[config.mk]
export PLATFORM = sky130hd
export DESIGN_NAME = mat_loader_flat
export DESIGN_NICKNAME = d
export VERILOG_FILES = /design/src/rtl/mat_loader_if.sv /design/src/rtl/mat_loader.sv /design/src/flat_wrapper.sv
export SDC_FILE = /design/constraint.sdc
export NUM_CORES = 1
export LEC_CHECK = 0
export ABC_AREA = 1
export BUFFER_PORTS_ARGS = -buffer_cell sky130_fd_sc_hd__buf_4
export CAP_MARGIN = 30
export CORE_MARGIN = 2
export CORE_UTILIZATION = 56
export DETAILED_ROUTE_END_ITERATION = 6
export MAX_ROUTING_LAYER = met4
export PLACE_DENSITY = 0.74
export SYNTH_ARGS = -nofsm -noshare
export SYNTH_HDL_FRONTEND = slang
export SYNTH_SLANG_ARGS = --single-unit
[constraint.sdc]
create_clock -name clk -period 2.08 [get_ports clk]
set_clock_uncertainty 0.2 [all_clocks]
set_input_delay 0.312 -clock clk [delete_from_list [all_inputs] [get_ports clk]]
set_output_delay 0.312 -clock clk [all_outputs]
set_load 0.01 [all_outputs]
[src/rtl/mat_loader_if.sv]
// Element stream in, committed operand pair out, for the matrix operand loader.
interface mat_loader_if #(
   parameter int W_IN = 8,
   parameter int N    = 2
);
   logic                                 s_valid;
   logic                                 s_ready;
   logic signed [W_IN-1:0]               s_data;
   logic                                 flush;
   logic signed [N-1:0][N-1:0][W_IN-1:0] matrix_1;
   logic signed [N-1:0][N-1:0][W_IN-1:0] matrix_2;
   logic                                 valid_out;
   logic                                 busy;

   modport master (
      output s_valid, s_data, flush,
      input  s_ready, matrix_1, matrix_2, valid_out, busy
   );

   modport slave (
      input  s_valid, s_data, flush,
      output s_ready, matrix_1, matrix_2, valid_out, busy
   );
endinterface

[src/rtl/mat_loader.sv]
// Collects two N x N matrices beat by beat (row-major, left operand first) into
// shadow buffers and commits the pair to the outputs atomically.
module mat_loader #(
   parameter int W_IN = 8,
   parameter int N    = 2
) (
   input  logic         clk,
   input  logic         resetn,
   mat_loader_if.slave  bus
);
   localparam int NN    = N * N;
   localparam int LOG2N = $clog2(N);
   localparam int KW    = 2 * LOG2N;

   typedef enum logic [1:0] {
      LOAD_A = 2'd0,
      LOAD_B = 2'd1,
      EMIT   = 2'd2
   } state_t;

   state_t          state_reg, state_next;
   logic [KW-1:0]   k_reg, k_next;
   logic            accept;
   logic            last_beat;
   logic            commit;

   // s_ready is forced low during reset so nothing is taken while the loader is held.
   assign bus.s_ready = resetn && (state_reg != EMIT) && !bus.flush;
   assign accept      = bus.s_valid && bus.s_ready;
   assign last_beat   = (k_reg == KW'(NN - 1));
   assign commit      = accept && last_beat && (state_reg == LOAD_B);

   assign bus.valid_out = (state_reg == EMIT);
   assign bus.busy      = (state_reg == LOAD_B) || ((state_reg == LOAD_A) && (k_reg != '0));

   always_ff @(posedge clk or negedge resetn) begin
      if (!resetn) begin
         state_reg <= LOAD_A;
         k_reg     <= '0;
      end else begin
         state_reg <= state_next;
         k_reg     <= k_next;
      end
   end

   always_comb begin
      state_next = state_reg;
      k_next     = k_reg;
      case (state_reg)
         LOAD_A, LOAD_B: begin
            if (bus.flush) begin
               state_next = LOAD_A;
               k_next     = '0;
            end else if (accept) begin
               if (last_beat) begin
                  state_next = (state_reg == LOAD_A) ? LOAD_B : EMIT;
                  k_next     = '0;
               end else begin
                  k_next = k_reg + KW'(1);
               end
            end
         end
         EMIT: begin
            state_next = LOAD_A;
            k_next     = '0;
         end
         default: begin
            state_next = LOAD_A;
            k_next     = '0;
         end
      endcase
   end

   // One storage slice per element; beat k lands in row k/N, column k%N.
   // A flushed partial load needs no clearing: every element is rewritten before the next commit.
   genvar gi;
   generate
      for (gi = 0; gi < NN; gi++) begin : g_elem
         localparam int R = gi / N;
         localparam int C = gi % N;

         logic            hit;
         logic [W_IN-1:0] shadow_a_reg;
         logic [W_IN-1:0] shadow_b_reg;
         logic [W_IN-1:0] matrix_1_reg;
         logic [W_IN-1:0] matrix_2_reg;

         assign hit = accept && (k_reg == KW'(gi));

         always_ff @(posedge clk or negedge resetn) begin
            if (!resetn) begin
               shadow_a_reg <= '0;
               shadow_b_reg <= '0;
               matrix_1_reg <= '0;
               matrix_2_reg <= '0;
            end else begin
               if (hit && (state_reg == LOAD_A)) shadow_a_reg <= bus.s_data;
               if (hit && (state_reg == LOAD_B)) shadow_b_reg <= bus.s_data;
               // The final beat of matrix_2 is still in flight at commit, so bypass it.
               if (commit) begin
                  matrix_1_reg <= shadow_a_reg;
                  matrix_2_reg <= hit ? bus.s_data : shadow_b_reg;
               end
            end
         end

         assign bus.matrix_1[R][C] = matrix_1_reg;
         assign bus.matrix_2[R][C] = matrix_2_reg;
      end
   endgenerate
endmodule
[src/flat_wrapper.sv]
// flat-port wrapper written by rule: the top's interface ports become plain ports
module mat_loader_flat 
#(
   parameter int W_IN = 8,
   parameter int N    = 2
)
  (clk, resetn, bus_s_valid, bus_s_data, bus_flush, bus_s_ready, bus_matrix_1, bus_matrix_2, bus_valid_out, bus_busy);
  mat_loader_if #(.W_IN(W_IN), .N(N)) bus_i ();
  input  logic clk;
  input  logic resetn;
  input wire logic [$bits(bus_i.s_valid)-1:0] bus_s_valid;
  input wire logic [$bits(bus_i.s_data)-1:0] bus_s_data;
  input wire logic [$bits(bus_i.flush)-1:0] bus_flush;
  output wire logic [$bits(bus_i.s_ready)-1:0] bus_s_ready;
  output wire logic [$bits(bus_i.matrix_1)-1:0] bus_matrix_1;
  output wire logic [$bits(bus_i.matrix_2)-1:0] bus_matrix_2;
  output wire logic [$bits(bus_i.valid_out)-1:0] bus_valid_out;
  output wire logic [$bits(bus_i.busy)-1:0] bus_busy;
  assign bus_i.s_valid = bus_s_valid;
  assign bus_i.s_data = bus_s_data;
  assign bus_i.flush = bus_flush;
  assign bus_s_ready = bus_i.s_ready;
  assign bus_matrix_1 = bus_i.matrix_1;
  assign bus_matrix_2 = bus_i.matrix_2;
  assign bus_valid_out = bus_i.valid_out;
  assign bus_busy = bus_i.busy;
  mat_loader #(.W_IN(W_IN), .N(N)) u_core (.clk(clk), .resetn(resetn), .bus(bus_i));
endmodule
# Yosys cells after proc, flatten, opt, wreduce, memory -nomap -nowiden
# Cells that the tools add are included.
# Widths: inputs -> output; s select.
[word_totals]
ff_bits = 132
output_inout_bits = 67
word_cells = 63
[classes]
addsub = 1
n_eq_ne = 8
mux = 13
reduce_logical = 23
[ops]
columns = ["op", "count"]
rows = [
  ["$mux 8", 4],
  ["$mux 2", 9],
  ["$logic_and 1x1->1", 16],
  ["$eq 2x2->1 const B", 3],
  ["$ne 3x2->1 const B", 2],
  ["$eq 2x1->1 const B", 2],
  ["$logic_not 2->1", 2],
  ["$add 2x1->2 const B", 1],
  ["$ne 2x2->1 const B", 1],
  ["$reduce_and 2->1", 1],
  ["$reduce_bool 2->1", 1],
  ["$reduce_or 2->1", 1],
  ["$logic_not 1->1", 1],
  ["$logic_or 1x1->1", 1],
]

# Depth between registers and ports, before layout
# Gate-level depths: netlist of the first run.
[logic_depth]
depth_word = 7
ltp_mapped = 8

# Worst setup path after synthesis of the first run
# OpenSTA, ideal clock, no wires.
[synth_path]
path_type = "flip-flop to flip-flop"
start = "register u_core.k_reg[0]"
end = "register u_core.g_elem[2].shadow_a_reg[0]"
setup_time_ps = 126
arrival_ps = 1551
path_slack_ps = 203
stages_incl_launch_ff = 8
period_less_slack_ps = 1877
path_cell_list = "dfrtp_1 > inv_1 > ha_1 > clkbuf_1 > nand4_4 > nor2_4 > buf_2 > o21ai_0"
[synth_between]
elab_chain_cells = 3
[synth_lines]
columns = ["element", "line", "text"]
rows = [
  ["start, declared", "mat_loader.sv:22", "logic [KW-1:0] k_reg, k_next;"],
  ["start signal, assigned", "mat_loader.sv:42", "k_reg <= k_next;"],
  ["$eq 2x2->1", "mat_loader.sv:88", "assign hit = accept && (k_reg == KW'(gi));"],
  ["$logic_and 1x1->1", "mat_loader.sv:88", ""],
  ["$logic_and 1x1->1", "mat_loader.sv:97", "if (hit && (state_reg == LOAD_A)) shadow_a_reg <= bus.s_data;"],
  ["end signal, assigned", "mat_loader.sv:97", ""],
  ["end, declared", "mat_loader.sv:83", "logic [W_IN-1:0] shadow_a_reg;"],
]
# No other way between the ends.
# A chain may end at the register's enable or synchronous reset.

# Worst setup path after layout of the first run
[layout_path]
start = "register u_core.k_reg[1]"
end = "output bus_busy"
[layout_between]
elab_chain_cells = 3
[layout_lines]
columns = ["element", "line", "text"]
rows = [
  ["$reduce_bool 2->1", "mat_loader.sv:34", "assign bus.busy = (state_reg == LOAD_B) || ((state_reg == LOAD_A) && (k_reg != '0));"],
  ["$logic_and 1x1->1", "mat_loader.sv:34", ""],
  ["$logic_or 1x1->1", "mat_loader.sv:34", ""],
  ["end, declared", "flat_wrapper.sv:18", "output wire logic [$bits(bus_i.busy)-1:0] bus_busy;"],
]
# No other way between the ends.

==> summary.txt, run 1 <==
Clocking
  • CTS buffer count: 17
  • H-tree levels: 4
  • Maximum clock path buffer count: 2
  • CTS tree: done
  • Clk slew on worst S/H paths: roughly 60 ps
  • CTS Sinks: 124
  • Skew-Pair Late Insertion Delay: 520 ps
  • Root buf cell: clkbuf_8

STA
  • Setup-failing EPs final: 0
  • Worst Max-Slew Pin Slew: 603 ps
  • Crit path time final: 2030 ps
  • Fmax: 0.493 GHz
  • RSZ-0062 raised after global routing: false
  • Hold Fails Final Rpt: 0
  • Fin. max-slew vios: 0
  • Final Cycle Share: 0.975
  • Fin Setup TNS: 0 ps
  • Slew margin rel.: 0.598

Final layout
  • Util after Layout: 0.739
  • Final Non-Filler Cells: 821
  • NumNets Final: 695
  • N_diodes: 0
  • Share of layout cells above drive strength 1: 0.225
  • Final Instance Area: between 6000 and 7000 sq um
  • P&R area growth vs syn: 27.6%

Floorplanning
  • Total die area: 10400 sq um
  • Core area: 9280 sq um
  • Standard-cell rows: 35
  • I/O pin count: 79
  • Die H: ~100 um
  • Chip width: around 100 um
  • Initial Util: 0.579

Synthesis
  • Synth top area share: 0.578
  • Post-synthesis async set-or-reset flop share: 1.00
  • Ys flop type: dfrtp_1
  • Post-synth net total: 605
  • Top cell type by total area after synthesis: dfrtp_1
  • Yosys warns: 0
  • Most common cell in the netlist: nand2_1
  • Mean Syn Cell Area: 9.12 sq um
  • Seq cells post-synth: 124
  • Syn Inst Count: roughly 590
  • Syn Std Cell Area: 5370 sq um
  • Seq/Total Area, Yosys: 0.578
  • Top cells by area, synth: dfrtp_1 (58%), nand2_1 (13%), o21ai_0 (7.3%)
  • Unique masters post-synth: 24
  • Commonest cells in the netlist: nand2_1 (185), dfrtp_1 (124), o21ai_0 (78), inv_1 (70), nand3_1 (25)
  • Post-synth EDFFs: 0

Critical path
  • Crit Path Max Fanout: 3
  • RR Startpoint: u_core.k_reg[1]
  • RR Endpoint: u_core.g_elem[1].shadow_a_reg[5]
  • Crit path kind: flop to primary output
  • Setup crit end kind: primary output
  • Reg-to-reg slack, setup: 200 ps
  • Startpoint Class: flop
  • Critical path arrival: 1520 ps
  • CP required: between 1500 and 2000 ps
  • Worst reg2reg path depth: 6

Drt
  • Routed via count: 4360
  • Antenna viol nets, final: 0
  • Via density per instance: 5.31
  • DRT Pass-1 Iters: 5
  • # DRC: 0
  • Detailed router's first-iteration violation count: 338
  • Final WL: 13.3 mm
  • Routed wire length per instance: about 16 um

Place
  • DP Area: 6050 sq um
  • DP Cell Count: approximately 770
  • Hpwl dp: 8.17 mm
  • # port buffers: between 70 and 80
  • Gpl congestion: 0.885

Global routing
  • Initial antenna violation count: 0
  • Largest net degree at the start of global routing: 117
  • First-pass GRT wire length: 21.3 mm
  • Remaining Overflow, GRT: 0
  • All-Layer GR Usage: 0.282
  • Vias in the first global route: 4177

Pwr
  • Leakage: about 3.5 nW
  • Final Power: 0.00622 W
  • P per Cell Area: 907 nW/um^2
  • VDD IR max: 0.698 mV

Hold path
  • WHS Path Cells: 4
  • Hold path start: bus_flush
  • Worst min path class: input pin to flop
  • Hold Path Sink: u_core.state_reg[1]

Run status
  • Outcome: completed

Run
  • Maxcap violations: 0
[metrics by stage]
stage               setup WS (ps)  hold WS (ps)
floorplan                     203          -184
global placement              236           126
detailed placement            194           126
CTS                          12.0          8.95
global route                 7.40          40.7
finish                       51.9          28.4
[worst max-delay path by stage]
stage / to / slack [ps] / from / depth (start not counted)
final: bus_busy / 50 / u_core.k_reg[1] / 4
after global routing: bus_busy / 7 / u_core.k_reg[0] / 4
after CTS: bus_busy / 10 / u_core.k_reg[1] / 4
after detailed placement: u_core.g_elem[1].shadow_a_reg[1] / 190 / resetn / 7
after global placement: u_core.g_elem[0].matrix_2_reg[7] / 240 / resetn / 8
after floorplan: u_core.g_elem[2].shadow_a_reg[0] / 200 / u_core.k_reg[0] / 7
[worst max-delay path, cell delays in order, from the launching register on]
cell and delay (ps):
dfrtp_1 360, inv_1 100, ha_4 200, a21oi_2 190, buf_4 150
[metal layers]
layer  routed length, um  vias to the layer above  part of all wire  track usage
met5                   0                        -                 0            -
met4                 170                        0             0.013       0.0851
met3                 908                       14             0.068       0.0540
met2                6320                      173              0.48        0.428
met1                5880                     2129              0.44        0.392
li1                    -                     2044                 -            -
[report_power, final]
group / switching, W / leakage (nW) / total (W) / internal (W)
sequential: 0.0000440 / 1.51 / 0.00261 / 0.00256
combinational: 0.000281 / 1.68 / 0.000412 / 0.000131
clock: 0.00110 / 0.304 / 0.00320 / 0.00210
total: 0.00142 / 3.49 / 0.00622 / 0.00480
[cell usage in the layout (no fill, tap or decap)]
master,n
nand2_4,1
inv_2,2
inv_1,70
clkinv_4,1
o22ai_1,1
buf_12,4
ha_4,1
clkbuf_8,2
nand2_1,185
ha_1,3
nand2_2,5
nand3_1,25
o21ai_1,10
nor2_1,4
nand4_1,24
nand4_4,5
nor2_2,2
a21oi_1,1
buf_4,93
dlygate4sd3_1,11
clkinvlp_4,4
dfrtp_1,124
nor2_4,9
a21oi_2,1
bufinv_16,5
clkinv_2,2
o21ai_0,78
clkbuf_16,16
nor2_8,1
inv_6,2
[layout make-up]
type                    count  area (sq um)
inverters                  72           270
flip-flops and latches    124          3100
repair buffers            108           888
fillers                   691          2430
multi-input cells         356          1790
well taps                 129           161
clock buffers              18           428
clock inverters            14           216
[what timing repair did]
item | in CTS | in global routing
endpoints found under the hold margin | 190 | 0
setup endpoints to repair | 1 | 2
pin swaps | 0 | 1
resized for setup | 2 | 1
gates cloned | 0 | 0
hold buffers | 11 | 0
buffers inserted | 1 | 4
[cells by family (layout without fill, tap and decap cells)]
family                   after synthesis  count (layout)  synth area share
flip-flops                           124             124             0.578
buffers and inverters                109             212            0.0922
AND/OR/NAND/NOR                      261             261             0.236
adder cells (fa/ha/maj)                4               4           0.00932
AO/OA/AOI/OAI                         91              91            0.0850
(Power assumes the default switching activity.)
==> inputs of run 2 (changes only) <==
Settings changed: BUFFER_PORTS_ARGS -buffer_cell sky130_fd_sc_hd__buf_4 to not set, CORE_UTILIZATION 56 to 60, DONT_BUFFER_PORTS set to 1, PLACE_DENSITY 0.74 to 0.72.
==> run 2 against run 1 <==
Net effect: largest cell class unchanged; sequential power is essentially flat; wire length shrank 7.0%; critical path depth stayed put; worst hold slack worse by 740 ps; power down 4.2%; the flow now finishes with violations (hold timing); setup slack better by 28 ps; count of clock-buffer cells in the layout increased by 4; flip-flop and latch count did not move; register-to-register slack got worse by 90 ps.
==> summary.txt, run 2 (synthesis results as in run 1) <==
Drt
  • # DRC: 0
  • DRT Pass-1 Iters: 5
  • Routed via count: around 4000
  • Final WL: 12.3 mm
  • Antenna viol nets, final: 0
  • Routed wire length per instance: between 15 and 20 um
  • Detailed router's first-iteration violation count: 445
  • Via density per instance: 5.54

Floorplanning
  • I/O pin count: 79
  • Total die area: 9730 sq um
  • Core area: ~8700 sq um
  • Chip width: 98.6 um
  • Die H: a little under 100 um
  • Standard-cell rows: 34
  • Initial Util: 0.616

Final layout
  • NumNets Final: 612
  • Share of layout cells above drive strength 1: 0.117
  • Filler instances: 616
  • Leading cell type in the layout, fill and taps excluded: nand2_1
  • Most frequent cells in the layout: nand2_1 (185), dfrtp_1 (123), o21ai_0 (78)
  • P&R area growth vs syn: 15.3%

Run
  • Maxcap violations: 0

Global routing
  • Remaining Overflow, GRT: 0
  • Initial antenna violation count: 2
  • Vias in the first global route: 3929
  • All-Layer GR Usage: 0.282
  • Largest net degree at the start of global routing: 127
  • First-pass GRT wire length: 20.6 mm

STA
  • Final Cycle Share: 0.962
  • Fmax: 0.500 GHz
  • Slew margin rel.: 0.604
  • Hold Fails Final Rpt: 124
  • Setup-failing EPs final: 0
  • Hold_ws: -712 ps
  • Crit path time final: 2000 ps
  • RSZ-0062 raised after global routing: false
  • Fin. max-slew vios: 0
  • Worst Max-Slew Pin Slew: between 500 and 600 ps
  • Fin Setup TNS: 0 ps

Critical path
  • CP required: 1570 ps
  • Crit path kind: flop to primary output
  • Critical path arrival: ~1500 ps
  • Setup crit end kind: primary output
  • Startpoint Class: flop
  • Crit Path Max Fanout: 25

Clocking
  • H-tree levels: 4
  • CTS Sinks: ~120
  • Hold-fix buffers, CTS: 12
  • CTS buffer count: 17
  • Skew-Pair Late Insertion Delay: 510 ps
  • CTS tree: done
  • Clk slew on worst S/H paths: around 60 ps
  • Root buf cell: clkbuf_8
  • Maximum clock path buffer count: 2

Place
  • Gpl congestion: 0.904
  • Hpwl dp: between 7 and 8 mm
  • # port buffers: 0

Pwr
  • VDD IR max: 0.695 mV
  • Final Power: 0.00596 W
  • Leakage: 3.04 nW
  • P per Cell Area: a little under 1000 nW/um^2

Hold path
  • Worst min path class: input pin to asynchronous set/reset pin

Run status
  • Failing checks: hold timing
  • Outcome: finished with violations
[run 2: final timing paths]
path,start,end,slack [ps],depth (start not counted)
worst max-delay path,u_core.state_reg[1],bus_s_ready,80,4
worst min-delay path,resetn,u_core.g_elem[0].matrix_1_reg[0],-710,0
worst max register to register,u_core.state_reg[1],u_core.k_reg[0],110,7
worst min register to register,u_core.g_elem[1].shadow_a_reg[1],u_core.g_elem[1].matrix_1_reg[1],310,2
max in group asynchronous,resetn,u_core.state_reg[1],2260,0
min in group clk,bus_s_valid,u_core.g_elem[2].matrix_2_reg[5],30,4
[run 2: metal layers]
metal / track usage / vias up / share of wire
met3: 0.0837 / 29 / 0.081
met5: - / - / 0
met1: 0.388 / 1909 / 0.43
met4: 0.0885 / 0 / 0.020
li1: - / 1877 / -
met2: 0.409 / 166 / 0.47
[run 2: where the power goes]
group / leakage, nW / switching [W] / total (W) / internal, W
combinational: 1.24 / 0.000227 / 0.000334 / 0.000107
sequential: 1.51 / 0.0000431 / 0.00261 / 0.00256
clock: 0.294 / 0.00104 / 0.00302 / 0.00198
total: 3.04 / 0.00131 / 0.00596 / 0.00465
[run 2: critical path: stages, from the launching register on]
cell and delay [ps]:
dfrtp_2 470, inv_2 100, nor2_4 50, nor2_4 160, buf_12 180
[run 2: area by class of cell]
class	instances	area (sq um)	area share
diodes	2	5.00	0.000808
clock buffers	22	443	0.0715
clock inverters	10	164	0.0265
inverters	72	270	0.0436
multi-input cells	356	1790	0.290
flip-flops and latches	124	3100	0.501
well taps	108	135	0.0218
repair buffers	25	278	0.0449
[run 2: timing repair]
action | 4_1_cts | 5_1_grt
cloned | 0 | 0
endpoints found under the hold margin | 219 | 124
gates resized for setup | 4 | 5
pin swaps | 1 | 1
setup buffers | 0 | 3
endpoints found under the setup margin | 2 | 4
[run 2: per-stage QoR]
| stage | cells | utilization | worst slack (ps) | area, sq um | hold WS [ps] |
|---|---|---|---|---|---|
| after floorplan | 589 | - | 203 | 5370 | -184 |
| final | 719 | 0.710 | 80.0 | 6190 | -712 |
| after detailed placement | 670 | 0.619 | 255 | 5400 | -179 |
| after global routing | 719 | 0.710 | 6.59 | 6190 | -734 |
| after global placement | 670 | 0.619 | 334 | 5400 | -179 |
| after CTS | 714 | 0.705 | 0.417 | 6150 | -727 |
==> inputs of run 3 (changes only) <==
Settings changed: CAP_MARGIN 30 to 20, GPL_ROUTABILITY_DRIVEN set to 0, MAX_ROUTING_LAYER met4 to not set.
==> run 3 against run 2 <==
Net effect: the flow finishes with violations (DRC, hold timing); clock power hardly changed; die area stayed put; wire length is 0.18% lower; non-clock buffer count stayed put; critical path depth stayed put; critical path type unchanged; critical endpoint unchanged.
==> summary.txt, run 3 (synthesis results as in run 1) <==
STA
  • Setup-failing EPs final: 0
  • Hold Fails Final Rpt: 124
  • Slew margin rel.: 0.597
  • Crit path time final: 2000 ps
  • Fin. max-slew vios: 0
  • Setup WS post-layout: ~76 ps
  • Worst Max-Slew Pin Slew: ~600 ps
  • Hold_ws: -712 ps
  • Fmax: 0.499 GHz
  • Fin Setup TNS: 0 ps
  • Final Cycle Share: 0.963
  • RSZ-0062 raised after global routing: false

Final layout
  • Most frequent cells in the layout: nand2_1 (185), dfrtp_1 (123), o21ai_0 (78)
  • P&R area growth vs syn: 15.3%
  • NumNets Final: 612
  • Share of layout cells above drive strength 1: 0.117
  • Leading cell type in the layout, fill and taps excluded: nand2_1

Drt
  • Antenna viol nets, final: 0
  • Routed wl met3: ~1.1 mm
  • Detailed router's first-iteration violation count: 397
  • # DRC: 2
  • Via density per instance: 5.52
  • Final WL: about 12 mm
  • Metal1 wirelength: 5.10 mm
  • Metal2 WL: 5.88 mm
  • Routed wire length per instance: ~17 um
  • Routed via count: 3966
  • Max layer used: met4
  • DRT Pass-1 Iters: 7

Critical path
  • Critical Path Sink: bus_s_ready
  • Worst Path Buf+Inv: 2
  • Critical path arrival: 1490 ps
  • Setup crit end kind: primary output
  • Crit path kind: flop to primary output
  • CP max stage cell: dfrtp_2
  • RR Startpoint: u_core.state_reg[1]
  • CP startpoint: u_core.state_reg[1]
  • Worst reg2reg path depth: 7
  • Critical Path, Cell by Cell: inv_2, nor2_4, nor2_4, buf_12
  • Startpoint Class: flop
  • Critical Path Max Stage Delay: roughly 470 ps
  • Reg-to-reg slack, setup: 110 ps
  • RR Endpoint: u_core.k_reg[0]
  • WP depth: 4
  • Crit Path Max Fanout: 25
  • CP required: 1570 ps
  • Cell family with most CP delay: flip-flops
  • Crit path top cell by count: nor2_4

Clocking
  • CTS buffer count: 17
  • Hold-fix buffers, CTS: 12
  • CTS tree: done
  • Root buf cell: clkbuf_8
  • Skew-Pair Late Insertion Delay: 510 ps
  • Clk slew on worst S/H paths: 60 ps
  • CTS Sinks: 124
  • Maximum clock path buffer count: 2
  • H-tree levels: 4

Hold path
  • Worst min path class: input pin to asynchronous set/reset pin

Pwr
  • P per Cell Area: slightly below 1000 nW/um^2
  • Leakage: 3.04 nW
  • VDD IR max: 0.694 mV

Place
  • Placement Setup Slack: 255 ps
  • # port buffers: 0
  • Hpwl dp: 7.53 mm

Floorplanning
  • Initial Util: 0.616
  • I/O pin count: between 70 and 80
  • Die H: 98.6 um
  • Standard-cell rows: 34
  • Chip width: roughly 99 um
  • Total die area: 9730 sq um
  • Core area: 8720 sq um

Run status
  • Outcome: finished with violations
  • Failing checks: DRC, hold timing

Run
  • Maxcap violations: 0

Global routing
  • All-Layer GR Usage: 0.273
  • First-pass GRT wire length: 20.6 mm
  • Remaining Overflow, GRT: 0
  • Vias in the first global route: 3946
  • Largest net degree at the start of global routing: approximately 130
  • Initial antenna violation count: 2
run 3: where the power goes:
part	total (W)	switching [W]	leakage (nW)	internal [W]
clock	0.00302	0.00104	0.294	0.00198
sequential	0.00261	0.0000428	1.51	0.00256
combinational	0.000334	0.000226	1.24	0.000108
total	0.00596	0.00131	3.04	0.00465
run 3: what timing repair did:
action,in CTS,in global routing
pin swaps,1,1
hold endpoints to repair,219,124
resized for setup,4,5
buffers inserted,0,3
gates cloned,0,0
endpoints found under the setup margin,2,4
run 3: how the worst min path moves through the flow:
stage                start                               end  depth (start not counted)  slack (ps)
detailed placement  resetn  u_core.g_elem[0].matrix_1_reg[0]                          0        -180
floorplan           resetn  u_core.g_elem[0].matrix_1_reg[0]                          0        -180
global route        resetn  u_core.g_elem[0].matrix_1_reg[1]                          0        -730
finish              resetn  u_core.g_elem[0].matrix_1_reg[1]                          0        -710
CTS                 resetn  u_core.g_elem[0].matrix_1_reg[0]                          0        -730
global placement    resetn  u_core.g_elem[0].matrix_1_reg[0]                          0        -180
run 3: per-layer routing:
layer	vias up	track usage
met4	0	0.0885
met1	1895	0.380
met2	171	0.413
li1	1879	-
met5	-	0
met3	21	0.0872
run 3: area by class of cell:
class,instances,area (sq um)
Antenna cell,2,5.00
Clock buffer,22,443
Clock inverter,10,164
Fill cell,616,2530
Inverter,72,270
Multi-Input combinational cell,356,1790
Sequential cell,124,3100
Tap cell,108,135
Timing Repair Buffer,25,278
run 3: through the flow:
stage                     area [sq um]   util  cells  power, W
after floorplan                   5370      -    589   0.00285
after CTS                         6150  0.705    714   0.00597
final                             6190  0.710    719   0.00596
after detailed placement          5400  0.619    670   0.00290
after global routing              6190  0.710    718   0.00616
after global placement            5400  0.619    670   0.00288
run 3: worst reg2reg max path, delay by kind of cell, from the launching register on:
| family | cells | cell delay, ps |
|---|---|---|
| AOI/OAI and AO/OA | 1 | 160 |
| buffers and inverters | 3 | 770 |
| and+or+nand+nor | 3 | 280 |
| DFF | 1 | 470 |
